<file path="config.mk">
export PLATFORM = sky130hd
export DESIGN_NAME = axi_r_router
export DESIGN_NICKNAME = d
export VERILOG_FILES = /design/src/rtl/axi_pkg.sv /design/src/rtl/axi_r_skid.sv /design/src/rtl/axi_r_router.sv
export SDC_FILE = /design/constraint.sdc
export NUM_CORES = 1
export LEC_CHECK = 0
export ABC_AREA = 1
export BUFFER_PORTS_ARGS = -buffer_cell sky130_fd_sc_hd__buf_2
export CELL_PAD_IN_SITES_DETAIL_PLACEMENT = 0
export CELL_PAD_IN_SITES_GLOBAL_PLACEMENT = 1
export CORE_MARGIN = 2
export CORE_UTILIZATION = 33
export DETAILED_ROUTE_END_ITERATION = 16
export PLACE_DENSITY_LB_ADDON = 0.1
export SETUP_SLACK_MARGIN = 0.2
export SLEW_MARGIN = 10
export SYNTH_ARGS = -nofsm -noshare
export SYNTH_HDL_FRONTEND = slang
export SYNTH_SLANG_ARGS = --single-unit
export TNS_END_PERCENT = 100
</file>
<file path="constraint.sdc">
create_clock -name clk -period 1.9 [get_ports clk]
set_input_delay 0.19 -clock clk [delete_from_list [all_inputs] [get_ports clk]]
set_output_delay 0.19 -clock clk [all_outputs]
set_load 0.02 [all_outputs]
</file>
<file path="src/rtl/axi_pkg.sv">
// Shared AXI read-channel widths, response codes, beat type and the
// master-index helper used by the R-channel routing blocks.
package axi_pkg;

  localparam int AXI_ID_W   = 4;
  localparam int AXI_IDS_W  = 8;
  localparam int AXI_DATA_W = 32;
  localparam int AXI_RESP_W = 2;

  localparam logic [AXI_RESP_W-1:0] RESP_OKAY   = 2'b00;
  localparam logic [AXI_RESP_W-1:0] RESP_SLVERR = 2'b10;
  localparam logic [AXI_RESP_W-1:0] RESP_DECERR = 2'b11;

  typedef struct packed {
    logic [AXI_IDS_W-1:0]  rid;
    logic [AXI_DATA_W-1:0] rdata;
    logic [AXI_RESP_W-1:0] rresp;
    logic                  rlast;
  } r_beat_t;

  typedef enum logic {ST_IDLE, ST_BURST} r_state_t;

  // Upper slave-side RID bits carry the originating master index.
  function automatic logic [AXI_IDS_W-AXI_ID_W-1:0] mst_idx(input logic [AXI_IDS_W-1:0] rid);
    return rid[AXI_IDS_W-1:AXI_ID_W];
  endfunction

endpackage

</file>
<file path="src/rtl/axi_r_skid.sv">
// 2-entry R-beat slice: in->out latency 1 cycle, one beat/cycle while out_ready holds.
// in_ready is a flop that drops once both entries are occupied, so upstream stalls within 2 beats.
module axi_r_skid import axi_pkg::*; #(
  parameter type T = r_beat_t
) (
  input  logic clk,
  input  logic rst,
  input  logic in_valid,
  output logic in_ready,
  input  T     in_data,
  output logic out_valid,
  input  logic out_ready,
  output T     out_data
);

  T           r_mem [2];
  logic       r_wptr;
  logic       r_rptr;
  logic       r_in_rdy;
  logic [1:0] r_cnt;
  logic [1:0] w_cnt_nxt;
  logic       w_push;
  logic       w_pop;

  assign w_push    = in_valid & r_in_rdy;
  assign out_valid = (r_cnt != 2'd0);
  assign w_pop     = out_valid & out_ready;
  assign in_ready  = r_in_rdy;
  assign out_data  = r_mem[r_rptr];

  always_comb begin
    w_cnt_nxt = r_cnt;
    if (w_push && !w_pop) begin
      w_cnt_nxt = r_cnt + 2'd1;
    end else if (!w_push && w_pop) begin
      w_cnt_nxt = r_cnt - 2'd1;
    end
  end

  always_ff @(posedge clk or negedge rst) begin
    if (!rst) begin
      r_mem[0] <= '0;
      r_mem[1] <= '0;
      r_wptr   <= 1'b0;
      r_rptr   <= 1'b0;
      r_cnt    <= 2'd0;
      r_in_rdy <= 1'b1;
    end else begin
      if (w_push) begin
        r_mem[r_wptr] <= in_data;
        r_wptr        <= ~r_wptr;
      end
      if (w_pop) begin
        r_rptr <= ~r_rptr;
      end
      r_cnt    <= w_cnt_nxt;
      r_in_rdy <= (w_cnt_nxt != 2'd2);
    end
  end

endmodule

</file>
<file path="src/rtl/axi_r_router.sv">
// Routes whole read bursts from NUM_SLV slaves to NUM_MST masters by upper RID bits; 1-cycle skid latency
// plus one arbitration bubble per burst. Master stalls reach the slave within 2 beats; bad-index beats drop.
module axi_r_router import axi_pkg::*; #(
  parameter int NUM_SLV   = 3,
  parameter int NUM_MST   = 2,
  parameter int ID_BITS   = AXI_ID_W,
  parameter int IDS_BITS  = AXI_IDS_W,
  parameter int DATA_BITS = AXI_DATA_W
) (
  input  logic                           clk,
  input  logic                           rst,
  input  logic [NUM_SLV*IDS_BITS-1:0]    RID_S,
  input  logic [NUM_SLV*DATA_BITS-1:0]   RDATA_S,
  input  logic [NUM_SLV*2-1:0]           RRESP_S,
  input  logic [NUM_SLV-1:0]             RLAST_S,
  input  logic [NUM_SLV-1:0]             RVALID_S,
  output logic [NUM_SLV-1:0]             RREADY_S,
  output logic [NUM_MST*ID_BITS-1:0]     RID_M,
  output logic [NUM_MST*DATA_BITS-1:0]   RDATA_M,
  output logic [NUM_MST*2-1:0]           RRESP_M,
  output logic [NUM_MST-1:0]             RLAST_M,
  output logic [NUM_MST-1:0]             RVALID_M,
  input  logic [NUM_MST-1:0]             RREADY_M,
  output logic                           busy,
  output logic [$clog2(NUM_SLV)-1:0]     grant_idx,
  output logic                           err_drop
);

  localparam int SW = $clog2(NUM_SLV);
  localparam int MW = (NUM_MST > 1) ? $clog2(NUM_MST) : 1;

  typedef struct packed {
    logic [IDS_BITS-1:0]   rid;
    logic [DATA_BITS-1:0]  rdata;
    logic [AXI_RESP_W-1:0] rresp;
    logic                  rlast;
  } beat_t;

  r_state_t      r_state, w_state_nxt;
  logic [SW-1:0] r_rr_ptr, w_rr_nxt;
  logic [SW-1:0] r_grant, w_grant_nxt;
  logic [SW-1:0] w_pick;
  beat_t         w_in_beat, w_head;
  logic          w_in_vld, w_skid_rdy, w_acc;
  logic          w_head_vld, w_out_rdy, w_bad;
  logic [MW-1:0] w_dest;
  logic          w_unused_rid;

  assign busy      = (r_state == ST_BURST);
  assign grant_idx = r_grant;
  assign w_acc     = w_in_vld & w_skid_rdy;

  // First requester at or after the round-robin pointer; lowest offset is written last and wins.
  always_comb begin
    w_pick = r_rr_ptr;
    for (int k = NUM_SLV-1; k >= 0; k--) begin
      if (RVALID_S[(int'(r_rr_ptr) + k) % NUM_SLV]) w_pick = SW'((int'(r_rr_ptr) + k) % NUM_SLV);
    end
  end

  always_ff @(posedge clk or negedge rst) begin
    if (!rst) begin
      r_state  <= ST_IDLE;
      r_rr_ptr <= '0;
      r_grant  <= '0;
    end else begin
      r_state  <= w_state_nxt;
      r_rr_ptr <= w_rr_nxt;
      r_grant  <= w_grant_nxt;
    end
  end

  always_comb begin
    w_state_nxt = r_state;
    w_rr_nxt    = r_rr_ptr;
    w_grant_nxt = r_grant;
    case (r_state)
      ST_IDLE: begin
        if (|RVALID_S) begin
          w_grant_nxt = w_pick;
          w_state_nxt = ST_BURST;
        end
      end
      ST_BURST: begin
        if (w_acc && w_in_beat.rlast) begin
          w_state_nxt = ST_IDLE;
          w_rr_nxt    = (r_grant == SW'(NUM_SLV-1)) ? '0 : r_grant + SW'(1);
        end
      end
      default: w_state_nxt = ST_IDLE;
    endcase
  end

  always_comb begin
    w_in_beat = '0;
    w_in_vld  = 1'b0;
    RREADY_S  = '0;
    for (int s = 0; s < NUM_SLV; s++) begin
      if (r_grant == SW'(s)) begin
        w_in_beat.rid   = RID_S[s*IDS_BITS +: IDS_BITS];
        w_in_beat.rdata = RDATA_S[s*DATA_BITS +: DATA_BITS];
        w_in_beat.rresp = RRESP_S[s*2 +: 2];
        w_in_beat.rlast = RLAST_S[s];
        w_in_vld        = busy & RVALID_S[s];
        RREADY_S[s]     = busy & w_skid_rdy;
      end
    end
  end

  axi_r_skid #(.T(beat_t)) u_skid (
    .clk       (clk),
    .rst       (rst),
    .in_valid  (w_in_vld),
    .in_ready  (w_skid_rdy),
    .in_data   (w_in_beat),
    .out_valid (w_head_vld),
    .out_ready (w_out_rdy),
    .out_data  (w_head)
  );

  assign w_dest       = w_head.rid[ID_BITS +: MW];
  assign w_unused_rid = ^w_head.rid;

  // An undecodable head has no master to wait for, so it pops at once.
  always_comb begin
    RID_M     = '0;
    RDATA_M   = '0;
    RRESP_M   = '0;
    RLAST_M   = '0;
    RVALID_M  = '0;
    w_out_rdy = 1'b0;
    w_bad     = 1'b1;
    for (int m = 0; m < NUM_MST; m++) begin
      if (w_dest == MW'(m)) begin
        w_bad     = 1'b0;
        w_out_rdy = RREADY_M[m];
        if (w_head_vld) begin
          RVALID_M[m]                         = 1'b1;
          RID_M[m*ID_BITS +: ID_BITS]         = w_head.rid[ID_BITS-1:0];
          RDATA_M[m*DATA_BITS +: DATA_BITS]   = w_head.rdata;
          RRESP_M[m*2 +: 2]                   = w_head.rresp;
          RLAST_M[m]                          = w_head.rlast;
        end
      end
    end
    if (w_bad) w_out_rdy = 1'b1;
    err_drop = w_head_vld & w_bad;
  end

endmodule
</file>
==> impl_metrics.ini, run 1 <==
[run_status]
status = finished, final reports clean

[route]
vias = 5999
routed_wl_microns = 18600
viasPerCell = 4.75
wl_per_cell_microns = 14.7
first_pass_iters = 4
remaining_drc_errors = 0
drt_iter0_drc = 308
ant_nets = 0

[logic_synthesis]
syn_area_sq_um = 5370
synth.yosys.seq_area_share_pct = 42.0
synth-main-ff-cell = dfrtp_1
synth_cell_types = 23
synth.avg_cell_area_sq_um = 6.55
synth_top_area_share_pct = 41.5
yosys_warnings = 0
ys_ff_latch = 90
synthTopCellsByCount = nand2_1, o21ai_0, nor2_1, dfrtp_1, inv_1
yosys.cell_count.top_type = nand2_1
syn_nets = 959
netlist_top_cells_area = dfrtp_1, nand2_1, o21ai_0, nor2_1, inv_1
synth_edf_count = 0
yosysTopAreaCell = dfrtp_1
synth-async-reset-ratio_pct = 100
postSynthCellCount = 819

[pwr]
p_per_area_nw_per_um2 = 2090
vdd_ir_drop_max_v = 0.00103
p_leak_nw = 4.14

[timing]
setup_tns_ps = 0
finalHoldViolCount = 0
grt_setup_unrepaired = yes
finalCriticalPeriod_ps = 1820
fmax_mhz = 550
fin_skew_ps = 6.43
post-route-period-util_pct = 95.6
setup_viol = 0
slew_viol_final = 0

[global_route]
grt_pass1_wl_microns = 28900
grt_max_degree = 47
grt_pass1_vias = 5653
gr-total-overflow = 0
globalRouteTotalUtil_pct = 20.5
antenna_found_initial = 2

[hold_path]
whs_path_depth = 5
hold_path_class = in2reg

[clock_network]
clk_pin_slew_worst_paths_ps = 60
cts.sinks = 90
clockBufferDepth = 2
clock_latency_ps = 340
cts_tree = done
cts_max_level = 3
numCtsBuffers = 9
cts_root_buf = clkbuf_16

[flow_run]
cap_violations = 0

[floorplan]
fp.coreArea_sq_um = 15900
ios = 223
die-area_sq_um = 17300
rows = 46
initial_utilization_pct = 33.8
die-height_microns = 132
fp.dieW_microns = 132

[setup_path]
cp.arrival_ps = 1630
worstSetupPathType = reg2out
crit_path_max_fanout = 12
path_cells = inv_2 > nand2_4 > nand2_4 > buf_4 > buf_12 > nor2_1 > buf_4
crit_required_ps = 1710
cp-end-kind = output port
cpMaxStageDelayCell = dfrtp_2
worstRegToRegCells = 9
crit_path_start_kind = flop
cpPeakStageDelay_ps = 490

[layout]
finalNetCount = 1179
postLayoutCoreUtil_pct = 51.2
area_delta_synth_final_pct = 51.4
layout-drive-gt1-share_pct = 35.2

[placed_design]
numPortBuffers = 212
globalplace.congestion = 0.774
dpl.hpwl_microns = 12300
==> power by group <==
group          internal (mW)  leakage, nW  switching, mW
sequential              2.76         1.14          0.440
clock                   1.01        0.142          0.751
combinational           4.85         2.86           7.17
total                   8.63         4.14           8.36
==> metrics by stage <==
stage                     instance area (sq um)  std cells  total power, mW  setup slack (ps)  hold WS [ps]
after floorplan                            5370        819             9.17               321          -106
after global placement                     6740       1219             12.2               211          85.7
after detailed placement                   6740       1219             12.2               176          87.9
after CTS                                  7360       1241             15.1              60.2           168
after global routing                       8130       1262             18.4             -18.1           193
final                                      8130       1262             17.0              82.9           177
==> registers in the layout, indices dropped and copies added (netlist names) <==
name             count
u_skid.in_ready      1
u_skid.r_cnt         2
u_skid.r_wptr        1
u_skid.r_rptr        1
u_skid.r_mem        80
busy                 1
r_rr_ptr             2
grant_idx            2
==> worst paths after layout <==
| path | startpoint | endpoint | slack (ps) |
|---|---|---|---|
| worst max-delay path | u_skid.r_rptr | RDATA_M[11] | 80 |
| worst min-delay path | RDATA_S[93] | u_skid.r_mem[75] | 180 |
| worst max register to register | grant_idx[1] | u_skid.r_mem[45] | 260 |
| worst min register to register | u_skid.r_mem[47] | u_skid.r_mem[47] | 490 |
| max in group asynchronous | rst | u_skid.in_ready | 1030 |
| min in group asynchronous | rst | u_skid.r_mem[13] | 260 |
==> cell families (layout without fill, tap and decap cells) <==
logic type / after synthesis / in the layout / synth area share [%]
simple gates: 434 / 434 / 32.1
other cells: 1 / 3 / 0.0699
buf+inv: 119 / 344 / 8.86
xor+xnor: 1 / 1 / 0.163
flops: 90 / 90 / 42.0
compound gates: 170 / 170 / 15.9
fa+ha+maj: 4 / 4 / 0.932
==> worst max-delay path, delay by kind of cell, from the launching register on <==
kind	cells	cell delay [ps]
AND/OR/NAND/NOR	3	250
flip-flops	1	490
buffers and inverters	4	530
==> metal layers <==
| metal | wire length, microns | GRT usage (%) | part of all wire [%] |
|---|---|---|---|
| met1 | 8550 | 26.7 | 46 |
| met2 | 9010 | 35.3 | 48 |
| met3 | 916 | 4.28 | 4.9 |
| met4 | 117 | 4.05 | 0.63 |
| met5 | 0 | 0 | 0 |
==> cell usage in the layout, fill, tap and decap left out, types with 2 or more instances in the layout <==
master	n
clkinv_2	4
nand2_4	3
inv_1	57
buf_16	2
nor2_4	7
inv_2	6
a21oi_4	9
nand2_2	7
o21ai_2	21
buf_12	16
o21ai_0	83
a21oi_2	15
buf_2	134
nor2_2	11
o21ai_1	18
dfrtp_2	3
buf_6	11
buf_4	93
diode_2	2
ha_4	2
dfrtp_1	86
nand2_1	280
ha_1	2
nor2_1	76
clkbuf_16	15
a21oi_1	21
nand3_1	47
==> layout make-up <==
type                    instances  area (sq um)
repair buffers                264          2040
clock inverters                 6          57.6
multi-input cells             610          3020
clock buffers                  10           229
well taps                     216           270
inverters                      64           243
flip-flops and latches         90          2260
fillers                      1651          7760
diodes                          2          5.00
==> timing repair <==
| item | in CTS | in global routing |
|---|---|---|
| pin swaps | 2 | 13 |
| setup buffers | 3 | 13 |
| resized for setup | 120 | 140 |
| endpoints found under the hold margin | 15 | 0 |
| setup endpoints to repair | 100 | 125 |
| hold buffers | 1 | 0 |
| gates cloned | 2 | 6 |
(Power assumes the default switching activity.)
==> run 2, diff against run 1 <==
Settings changed: CORE_ASPECT_RATIO from default to 1.2, SYNTH_HIERARCHICAL from default to 1.
==> impl_metrics.ini, run 2 <==
[layout]
final_cell_mix = nand2_1, buf_2, inv_1, dfrtp_1, buf_6
fill_cells = 1487
seq_area_sq_um = 2260
diodes = 0
largest_reg_flops = 80
finalNetCount = 1238
area_delta_synth_final_pct = 76.7
multi_input_area_sq_um = 3460
postLayoutCoreUtil_pct = 59.1
layout_commonest_cell = nand2_1
layout-drive-gt1-share_pct = 45.9
regMostFlops = u_skid/r_mem

[hold_path]
hold_path_class = in2reg
whs_path_depth = 5
holdPathEnd = u_skid/r_mem[7]
worstHoldStart = RDATA_S[68]

[clock_network]
cts_tree = done
numCtsBuffers = 9
cts.sinks = 90
clockBufferDepth = 2
cts_root_buf = clkbuf_16
clk_pin_slew_worst_paths_ps = 60
clock_latency_ps = 330
cts_max_level = 3

[logic_synthesis]
yosys_warnings = 6
postSynthCellCount = 840
synth.avg_cell_area_sq_um = 6.43
syn_area_sq_um = 5400
syn_nets = 980

[timing]
finalCriticalPeriod_ps = 1870
setup_tns_ps = 0
slew_headroom_pct = 60.4
fmax_mhz = 535
post-route-period-util_pct = 98.4
fin_hold_ws_ps = 223
worst_slack_ps = 29.6
finalHoldViolCount = 0
fin_skew_ps = 5.18
grt_setup_unrepaired = yes
slew_viol_final = 0
setup_viol = 0
worst_slew_pin_slew_ps = 589

[setup_path]
worstSetupPathType = reg2out
crit_path_max_fanout = 11
crit_required_ps = 1710
reg2reg_to = u_skid/r_mem[45]
worstRegToRegCells = 10
r2r_start = grant_idx[1]
crit_path_start_kind = flop
cp.arrival_ps = 1680
cp-end-kind = output port
r2r_slack_ps = 60

[pwr]
seqPwrFrac_pct = 18.1
share_comb_of_total_power_pct = 71.5
vdd_ir_drop_max_v = 0.00107
p_per_area_nw_per_um2 = 2030
pwr-share-clk_pct = 10.4
switchingPower_mw = 9.22
p_leak_nw = 4.88
p_sw_share_pct = 47.6
internal-power_mw = 10.1

[global_route]
grt_pass1_vias = 5548
antenna_found_initial = 0
grt_max_degree = 45
gr-total-overflow = 0
globalRouteTotalUtil_pct = 19.5
grt_pass1_wl_microns = 27000

[placed_design]
globalplace.congestion = 0.736
dpl.hpwl_microns = 11800
numPortBuffers = 212
pre_cts_ws_ps = 100

[route]
vias = 6197
ant_nets = 0
remaining_drc_errors = 0
first_pass_iters = 4
wl_per_cell_microns = 15.7
viasPerCell = 4.71
drt_iter0_drc = 226
routed_wl_microns = 20600

[floorplan]
initial_utilization_pct = 33.4
die-height_microns = 144
fp.coreArea_sq_um = 16100
die-area_sq_um = 17400
ios = 223
rows = 51
fp.dieW_microns = 121

[flow_run]
cap_violations = 0

[run_status]
status = finished, final reports clean
run 2: cell types whose count changed in the layout (fill, tap and decap cells not counted), moves of 17 or more:
cell and delta:
nor2_1 -51, buf_6 +58, nor2_4 +39, o21ai_0 -67
inv_1 +31, a21oi_1 -17, buf_4 -49, o21ai_2 +21
nand2_4 +31, nand2_2 +22
run 2: repair_timing:
item                       CTS  global route
buffers inserted            10            17
pin swaps                    6            19
gates resized for setup    139           323
setup endpoints to repair  159           142
hold endpoints to repair    22             0
hold buffers                 1             0
cloned                       5            26
run 2: worst max-delay path, cell delays in order (launching register included):
cell     delay (ps)
dfrtp_1         370
inv_2            60
ha_4            160
inv_4            70
buf_12          110
nand2_8         120
buf_12          190
nor2_1          110
buf_4           160
run 2: area by class of cell:
cell class | instances | share of cell area (%)
well taps | 212 | 2.78
clock inverters | 6 | 1.10
multi-input cells | 600 | 36.3
repair buffers | 294 | 29.5
clock buffers | 10 | 2.40
flip-flops and latches | 90 | 23.7
inverters | 103 | 4.31
run 2: worst max path at each step:
stage | startpoint | depth (start not counted) | end
3_3_place_gp | grant_idx[0] | 10 | u_skid/r_mem[63]
6_report | u_skid/r_cnt[1] | 8 | RDATA_M[59]
4_1_cts | u_skid/r_cnt[0] | 9 | RID_M[0]
2_1_floorplan | grant_idx[0] | 11 | u_skid/r_mem[50]
5_1_grt | u_skid/r_cnt[1] | 8 | RDATA_M[59]
3_5_place_dp | grant_idx[0] | 10 | u_skid/r_mem[67]
run 2: power groups by stage:
stage	combinational (mW)	clock [mW]	sequential [mW]
after detailed placement	8.20	0	3.28
after floorplan	5.95	0	3.19
after global routing	14.9	2.14	3.59
after CTS	9.89	2.03	3.24
after global placement	8.16	0	3.27
final	13.9	2.01	3.50
run 2: stage by stage:
stage | total power, mW | std cells | instance area (sq um)
after CTS | 15.2 | 1272 | 7830
after floorplan | 9.14 | 840 | 5580
after global routing | 20.6 | 1315 | 9540
after global placement | 11.4 | 1240 | 6850
after detailed placement | 11.5 | 1240 | 6850
final | 19.4 | 1315 | 9540
run 2: layer usage:
layer  up-vias  global-route usage (%)  share of wire (%)
met5         -                       0                  0
met4         0                    4.22                1.4
met3        19                    2.56                4.6
met2       181                    36.7                 52
met1      2918                    23.5                 42
li1       3079                       -                  -
==> run 3, diff against run 2 <==
Settings changed: CORE_UTILIZATION 33 to 30.
Clock period 1.9 ns to 1.64 ns, I/O delays scaled along.
==> impl_metrics.ini, run 3 (synthesized netlist as in run 2, its figures left out) <==
[run_status]
status = finished, violations left
violations = negative setup slack

[setup_path]
worstRegToRegCells = 12
cp.arrival_ps = 1710
crit_path_max_fanout = 8
cp-end-kind = output port
crit_path_start_kind = flop
crit_required_ps = 1480
worstSetupPathType = reg2out

[route]
routed_wl_microns = 21400
first_pass_iters = 4
remaining_drc_errors = 0
drt_iter0_drc = 235
viasPerCell = 4.64
wl_per_cell_microns = 15.9
vias = 6249
ant_nets = 0

[clock_network]
cts_max_level = 3
cts_tree = done
cts.sinks = 90
clock_latency_ps = 350
cts_root_buf = clkbuf_16
clk_pin_slew_worst_paths_ps = 70
clockBufferDepth = 2
numCtsBuffers = 9

[pwr]
seqPwrFrac_pct = 15.8
vdd_ir_drop_max_v = 0.00121
p_sw_share_pct = 46.6
pwr-share-clk_pct = 8.9
p_per_area_nw_per_um2 = 2440
switchingPower_mw = 12.1
internal-power_mw = 13.9
p_leak_nw = 5.21
share_comb_of_total_power_pct = 75.3

[layout]
fill_cells = 1562
postLayoutCoreUtil_pct = 60.6
multi_input_area_sq_um = 3940
instances_no_fill = 1347
area_delta_synth_final_pct = 97.3
layout-drive-gt1-share_pct = 53.3
final_cell_mix = nand2_1, buf_2, buf_6, inv_1, dfrtp_1
diodes = 0
layout_commonest_cell = nand2_1
largest_reg_flops = 80
finalNetCount = 1262
seq_area_sq_um = 2260
regMostFlops = u_skid/r_mem

[global_route]
grt_pass1_wl_microns = 33100
gr-total-overflow = 0
globalRouteTotalUtil_pct = 22.2
grt_max_degree = 38
antenna_found_initial = 0
grt_pass1_vias = 6179

[floorplan]
rows = 53
die-height_microns = 151
initial_utilization_pct = 30.7
die-area_sq_um = 19100
fp.dieW_microns = 126
ios = 223
fp.coreArea_sq_um = 17600

[timing]
post-route-period-util_pct = 114
grt_setup_unrepaired = yes
finalCriticalPeriod_ps = 1880
fin_hold_ws_ps = 188
fin_skew_ps = 3.83
fmax_mhz = 533
worst_slack_ps = -237
finalHoldViolCount = 0
setup_tns_ps = -27100
setup_viol = 165
slew_viol_final = 0

[hold_path]
whs_path_depth = 5
hold_path_class = in2reg

[placed_design]
dp.cells = 1262
numPortBuffers = 212
pre_cts_ws_ps = -77.1
dpl.hpwl_microns = 12300
globalplace.congestion = 0.740

[flow_run]
cap_violations = 0
-- run 3: cell type report --
class | count | area share, %
flip-flops and latches | 90 | 21.2
multi-input cells | 599 | 36.9
well taps | 220 | 2.58
clock buffers | 10 | 2.24
inverters | 103 | 3.86
repair buffers | 319 | 32.3
clock inverters | 6 | 0.846
-- run 3: metrics by stage --
stage / cell area (sq um) / power (mW)
after floorplan: 6220 / 12.5
after global placement: 7610 / 15.4
after detailed placement: 7610 / 15.5
after CTS: 9990 / 24.3
after global routing: 10700 / 27.6
final: 10700 / 26.0
-- run 3: metal layers --
layer  routed length [microns]  vias up  GRT usage (%)
met5                         0        -              0
met4                       527        0           7.20
met3                       760       25           2.68
met2                     11200      137           40.1
met1                      8890     2945           27.6
li1                          -     3142              -
-- run 3: final timing paths --
path                                        from               end  slack (ps)
worst max-delay path               u_skid/r_rptr       RDATA_M[30]        -240
worst min-delay path                 RDATA_S[69]  u_skid/r_mem[51]         190
worst max register to register      grant_idx[1]  u_skid/r_mem[59]        -190
worst min register to register  u_skid/r_mem[28]  u_skid/r_mem[28]         480
max in group asynchronous                    rst  u_skid/r_mem[57]         790
min in group asynchronous                    rst  u_skid/r_mem[26]         290
-- run 3: power groups by stage --
stage | logic (mW) | clock network [mW] | registers, mW
final | 19.6 | 2.30 | 4.10
after global routing | 21.0 | 2.46 | 4.22
after CTS | 18.0 | 2.36 | 3.87
after detailed placement | 11.7 | 0 | 3.78
after global placement | 11.7 | 0 | 3.78
after floorplan | 8.76 | 0 | 3.70
-- run 3: repair_timing --
item                                    4_1_cts  5_1_grt
endpoints found under the setup margin      172      173
hold buffers                                  1        0
pin swaps                                    23       10
gates cloned                                 27        2
gates resized for setup                     361      137
setup buffers                                29       10
endpoints found under the hold margin        26        0
-- run 3: critical path: stages, from the launching register on --
cell and delay, ps:
dfrtp_2 450, inv_6 50, nand2_4 80, nand2_8 80, nor2_4 190, inv_8 110
buf_16 170, nor2_4 100, buf_6 120
